===== src/rtl/ksa_pkg.sv =====
// Shared definitions for the byte-serial Kogge-Stone add/subtract sequencer.
package ksa_pkg;

   localparam int BYTE_W = 8;

   // Sequencer state encoding (2 bits)
   typedef logic [1:0] state_t;
   localparam state_t IDLE = 2'd0;
   localparam state_t RUN  = 2'd1;
   localparam state_t DONE = 2'd2;

   // Two's-complement overflow of a+b_eff: operands agree in sign, result does not
   function automatic logic ovf_calc(input logic a_msb, input logic b_eff_msb,
                                     input logic sum_msb);
      return (a_msb == b_eff_msb) && (sum_msb != a_msb);
   endfunction

endpackage


===== src/rtl/ksa8_cin.sv =====
// Combinational 8-bit Kogge-Stone adder; carry-in folded into the bit-0 generate.
module ksa8_cin
   import ksa_pkg::*;
(
   input  logic [BYTE_W-1:0] a,
   input  logic [BYTE_W-1:0] b,
   input  logic              cin,
   output logic [BYTE_W-1:0] s,
   output logic              cout
);

   logic [BYTE_W-1:0] p_bit;
   logic [BYTE_W-1:0] g_cur;
   logic [BYTE_W-1:0] p_cur;
   logic [BYTE_W-1:0] g_nxt;
   logic [BYTE_W-1:0] p_nxt;

   // Prefix tree: log2(8)=3 levels at span 1, 2, 4; g_cur[i] ends as carry out of bit i
   always_comb begin
      p_bit    = a ^ b;
      g_cur    = a & b;
      g_cur[0] = (a[0] & b[0]) | (p_bit[0] & cin);
      p_cur    = p_bit;
      g_nxt    = '0;
      p_nxt    = '0;
      for (int lvl = 0; lvl < 3; lvl++) begin
         g_nxt = g_cur;
         p_nxt = p_cur;
         for (int i = (1 << lvl); i < BYTE_W; i++) begin
            g_nxt[i] = g_cur[i] | (p_cur[i] & g_cur[i - (1 << lvl)]);
            p_nxt[i] = p_cur[i] & p_cur[i - (1 << lvl)];
         end
         g_cur = g_nxt;
         p_cur = p_nxt;
      end
      s    = p_bit ^ {g_cur[BYTE_W-2:0], cin};
      cout = g_cur[BYTE_W-1];
   end

endmodule


===== src/rtl/ksa_multiword_seq.sv =====
// Byte-serial WORDS-byte add/subtract sequencer around one shared 8-bit KS slice.
module ksa_multiword_seq
   import ksa_pkg::*;
#(
   parameter int WORDS = 4
) (
   input  logic                    clk,
   input  logic                    rst_n,
   input  logic                    in_valid,
   output logic                    in_ready,
   input  logic [8*WORDS-1:0]      a,
   input  logic [8*WORDS-1:0]      b,
   input  logic                    cin,
   input  logic                    sub,
   output logic                    out_valid,
   input  logic                    out_ready,
   output logic [8*WORDS-1:0]      sum,
   output logic                    cout,
   output logic                    ovf
);

   localparam int IDX_W = (WORDS > 1) ? $clog2(WORDS) : 1;
   localparam int MSB   = 8*WORDS - 1;

   state_t                  state;
   logic [IDX_W-1:0]        idx;
   logic                    carry;
   logic [8*WORDS-1:0]      a_r;
   logic [8*WORDS-1:0]      b_eff_r;
   logic [8*WORDS-1:0]      sum_r;
   logic                    cout_r;
   logic                    ovf_r;

   logic [BYTE_W-1:0]       a_byte;
   logic [BYTE_W-1:0]       b_byte;
   logic [BYTE_W-1:0]       slice_s;
   logic                    slice_cout;
   logic                    last_byte;
   logic                    accept;

   assign in_ready  = (state == IDLE);
   assign out_valid = (state == DONE);
   assign accept    = in_valid && in_ready;
   assign last_byte = (idx == IDX_W'(WORDS - 1));
   assign sum       = sum_r;
   assign cout      = cout_r;
   assign ovf       = ovf_r;

   // Route the operand byte selected by idx into the shared slice
   always_comb begin
      a_byte = '0;
      b_byte = '0;
      for (int i = 0; i < WORDS; i++) begin
         if (idx == IDX_W'(i)) begin
            a_byte = a_r[i*BYTE_W +: BYTE_W];
            b_byte = b_eff_r[i*BYTE_W +: BYTE_W];
         end
      end
   end

   ksa8_cin u_slice (
      .a    (a_byte),
      .b    (b_byte),
      .cin  (carry),
      .s    (slice_s),
      .cout (slice_cout)
   );

   // Operand capture on accept; subtraction stored as the inverted B operand
   always_ff @(posedge clk) begin
      if (accept) begin
         a_r     <= a;
         b_eff_r <= sub ? ~b : b;
      end
   end

   // Sequencer FSM, byte index, inter-byte carry and result registers
   always_ff @(posedge clk or negedge rst_n) begin
      if (!rst_n) begin
         state  <= IDLE;
         idx    <= '0;
         carry  <= 1'b0;
         sum_r  <= '0;
         cout_r <= 1'b0;
         ovf_r  <= 1'b0;
      end else begin
         case (state)
            IDLE: begin
               if (in_valid) begin
                  state <= RUN;
                  idx   <= '0;
                  carry <= sub ? ~cin : cin;
               end
            end
            RUN: begin
               for (int i = 0; i < WORDS; i++) begin
                  if (idx == IDX_W'(i)) begin
                     sum_r[i*BYTE_W +: BYTE_W] <= slice_s;
                  end
               end
               carry <= slice_cout;
               if (last_byte) begin
                  state  <= DONE;
                  idx    <= '0;
                  cout_r <= slice_cout;
                  ovf_r  <= ovf_calc(a_r[MSB], b_eff_r[MSB], slice_s[BYTE_W-1]);
               end else begin
                  idx <= idx + 1'b1;
               end
            end
            DONE: begin
               if (out_ready) begin
                  state <= IDLE;
               end
            end
            default: begin
               state <= IDLE;
            end
         endcase
      end
   end

endmodule

===== config.mk =====
export PLATFORM = sky130hd
export DESIGN_NAME = ksa_multiword_seq
export DESIGN_NICKNAME = d
export VERILOG_FILES = /design/src/rtl/ksa_pkg.sv /design/src/rtl/ksa8_cin.sv /design/src/rtl/ksa_multiword_seq.sv
export SDC_FILE = /design/constraint.sdc
export NUM_CORES = 1
export LEC_CHECK = 0
export ABC_AREA = 1
export BUFFER_PORTS_ARGS = -buffer_cell sky130_fd_sc_hd__buf_2
export CORE_ASPECT_RATIO = 0.7
export CORE_MARGIN = 8
export CORE_UTILIZATION = 54
export CTS_CLUSTER_SIZE = 10
export DETAILED_ROUTE_END_ITERATION = 10
export PLACE_DENSITY_LB_ADDON = 0.25
export RECOVER_POWER = 25
export SLEW_MARGIN = 15
export SYNTH_ARGS = -nofsm -noshare
export SYNTH_HDL_FRONTEND = slang
export SYNTH_HIERARCHICAL = 1
export SYNTH_SLANG_ARGS = --single-unit
export TNS_END_PERCENT = 10

===== constraint.sdc =====
create_clock -name clk -period 4.3 [get_ports clk]
set_input_delay 0.43 -clock clk [delete_from_list [all_inputs] [get_ports clk]]
set_output_delay 0.43 -clock clk [all_outputs]
set_load 0.05 [all_outputs]

==> results.cfg <==
[routing]
drt-vias-per-instance = 4.98
drc_errors = 0
routed_wl_um = 10800
drt_iter0_markers = 306
post_drt_wl_per_cell_um = 15.3
dr.pass1.iters = 4
dr_total_vias = 3499
ant_nets = 0

[clock_network]
cts_tree = yes
ctsResizeCount = 0
clock_sinks = 103
clk_path_buf_depth = 2
cts_inserted_buffers = 9
htree_levels = 3
clk_latency_ns = 0.34
path_clk_slew_ns = 0.07
cts_setup_buffers = 0
hold_buffers = 0
cts_root_buffer = clkbuf_16

[floorplanning]
initial_core_util_pct = 54.6
dieWidth_um = 130
rows = 29
dieHeight_um = 95.5
num_io_pins = 106
die_area_um2 = 12400
core_um2 = 8930

[sta]
post-route-period-util_pct = 73.1
hold_violations = 0
fin_worst_skew_ns = 0.00890
fmax_ghz = 0.318
setup_tns_ns = 0
setup_violations = 0
rsz0062_at_grt = no
worst_pin_slew_ns = 2.01
period_minus_slack_ns = 3.14
drv_slew = 40
slew_headroom_pct = -34.1

[yosys]
syn_avg_cell_area_um2 = 10.3
synth.top_cells.by_area = edfxtp_1 39%, dfrtp_1 20%, nand2_1 11%
syn_area_um2 = 4870
synth_fa_ha_area_share_pct = 3.64
synth_compound_area_share_pct = 8.03
ys_async_sr_fraction_pct = 37.9
muxShareOfSynthArea_pct = 0
synth_edf_count = 64
synth_cell_types = 26
synth_warnings = 6
synth_top_family_by_area = simple AND/OR/NAND/NOR gates
ys_seq_area_share_pct = 59.4
synth_cells = 474
synthSimpleGateAreaFrac_pct = 15.5
synthFlopType = edfxtp_1
synth_top_area_cell = edfxtp_1
syn_nets = 557
yosys.area.top_type_share_pct = 39.4
synth-seq-cells = 103
synth_xor_area_share_pct = 6.29

[setup_path]
ff2ff_setup_slack_ns = 1.16
crit_path_start = idx[0]
start_kind = register
critPathArrivalTime_ns = 3.40
cp_max_fo = 19
reg2regPathDepth = 18
path_class = reg2reg
cp-endpoint = sum[22]
r2r_start = idx[0]
timing.rr.end = sum[22]
crit_path_end_kind = register
crit_required_ns = 4.56

[cells_and_area]
final_util_pct = 64.3
num_antenna_cells = 0
fin_area_um2 = 5740
fin_nets = 656
drive_gt1_share_pct = 23.7
area_growth_pct = 17.7

[run]
maxCapViolations = 1

[status]
status = finished with violations
violations = max-capacitance violations, max-slew violations

[worst_hold_path]
hold_depth = 1
worstHoldPathType = in2reg

[grt]
grt_pass1_wl_um = 17800
grt_max_degree = 66
antenna_found_initial = 0
grt_usage_pct = 18.5
grt_overflow_total = 0
grt_pass1_vias = 3616

[placed_design]
dp_hpwl_um = 7780
portBuffers = 105
placed_area_um2 = 5450
gp_congestion = 0.802
sequential cells by signal, summed over array words and instances (netlist names):
name / cells
ovf: 1
state: 2
carry: 1
b_eff_r: 32
cout: 1
a_r: 32
idx: 2
sum: 32
metal layers:
| layer | vias to the layer above | track usage, % | share of wire [%] |
|---|---|---|---|
| li1 | 1734 | - | - |
| met1 | 1659 | 25.4 | 48 |
| met2 | 96 | 28.7 | 45 |
| met3 | 10 | 4.53 | 5.8 |
| met4 | 0 | 5.39 | 1.1 |
| met5 | - | 0 | 0 |
how the worst min path moves through the flow:
stage                         end     from  slack (ns)
after global placement    sum[13]  sum[13]        0.46
after detailed placement   sum[2]   sum[2]        0.47
after CTS                 sum[24]    rst_n        0.22
final                      a_r[7]     a[7]        0.26
after floorplan             carry    rst_n        0.13
after global routing      a_r[17]    a[17]        0.25
area by class of cell:
class	count	area, um^2
Clock buffer	9	225
Tap cell	124	155
Inverter	52	195
Multi-Input combinational cell	297	1640
Clock inverter	7	63.8
Sequential cell	103	2900
Timing Repair Buffer	110	558
Fill cell	729	3190
stage by stage:
step / std cells / hold slack, ns / setup slack [ns]
4_1_cts: 702 / 0.219 / 1.17
5_1_grt: 702 / 0.251 / 0.841
3_5_place_dp: 686 / 0.467 / 1.18
2_1_floorplan: 474 / 0.134 / 0.488
6_report: 702 / 0.262 / 1.16
3_3_place_gp: 686 / 0.463 / 1.36
critical path: stages, from the launching register on:
cell,delay (ns)
dfrtp_1,0.42
inv_1,0.10
ha_1,0.61
a21oi_1,0.10
nand2_1,0.09
nand2_1,0.05
nand2_1,0.05
inv_1,0.05
fa_1,0.45
fa_1,0.41
inv_1,0.07
nand2_1,0.04
nand2_1,0.08
nand3b_1,0.11
nand2_1,0.10
nand2_1,0.06
nand2_1,0.06
inv_1,0.07
o21ai_1,0.16
cell usage after synthesis, types with 5 or more instances:
cell      instances
xor2_1           32
inv_1            50
o21ai_2           8
ha_1             11
buf_6             5
nor2_1            6
nand3_1          22
buf_4             5
dfrtp_1          39
a21oi_1          34
o21ai_1          24
nand2_1         140
edfxtp_1         64
buf_2             8
logic make-up (layout without fill, tap and decap cells):
logic type / after synthesis / count (layout)
AO/OA/AOI/OAI: 71 / 71
XOR/XNOR: 35 / 35
adder cells (fa/ha/maj): 13 / 13
buffers and inverters: 74 / 178
flip-flops: 103 / 103
AND/OR/NAND/NOR: 178 / 178
placed cells by master (no fill, tap or decap):
master,synthesis,layout
a21oi_1,34,34
a21oi_2,1,1
buf_2,8,101
buf_4,5,5
bufinv_16,0,1
clkbuf_1,4,4
clkbuf_16,0,9
clkinv_1,0,3
clkinv_2,0,1
clkinv_4,0,2
dfrtp_1,39,39
edfxtp_1,64,64
fa_1,2,2
ha_1,11,11
inv_1,50,50
inv_2,2,2
nand2_1,140,140
nand2_2,1,1
nand2_4,4,4
nand3_1,22,22
nand3b_1,2,2
nor2_1,6,5
nor2_4,0,1
nor2_8,1,1
o21ai_0,3,3
o21ai_1,24,24
o21ai_2,8,8
o31ai_1,1,1
or2_1,2,2
xnor2_1,3,3
xor2_1,32,32
Power is left out: the tool's default activity adds up to more than one toggle a clock period on the data nets, which glitch-free logic cannot reach.
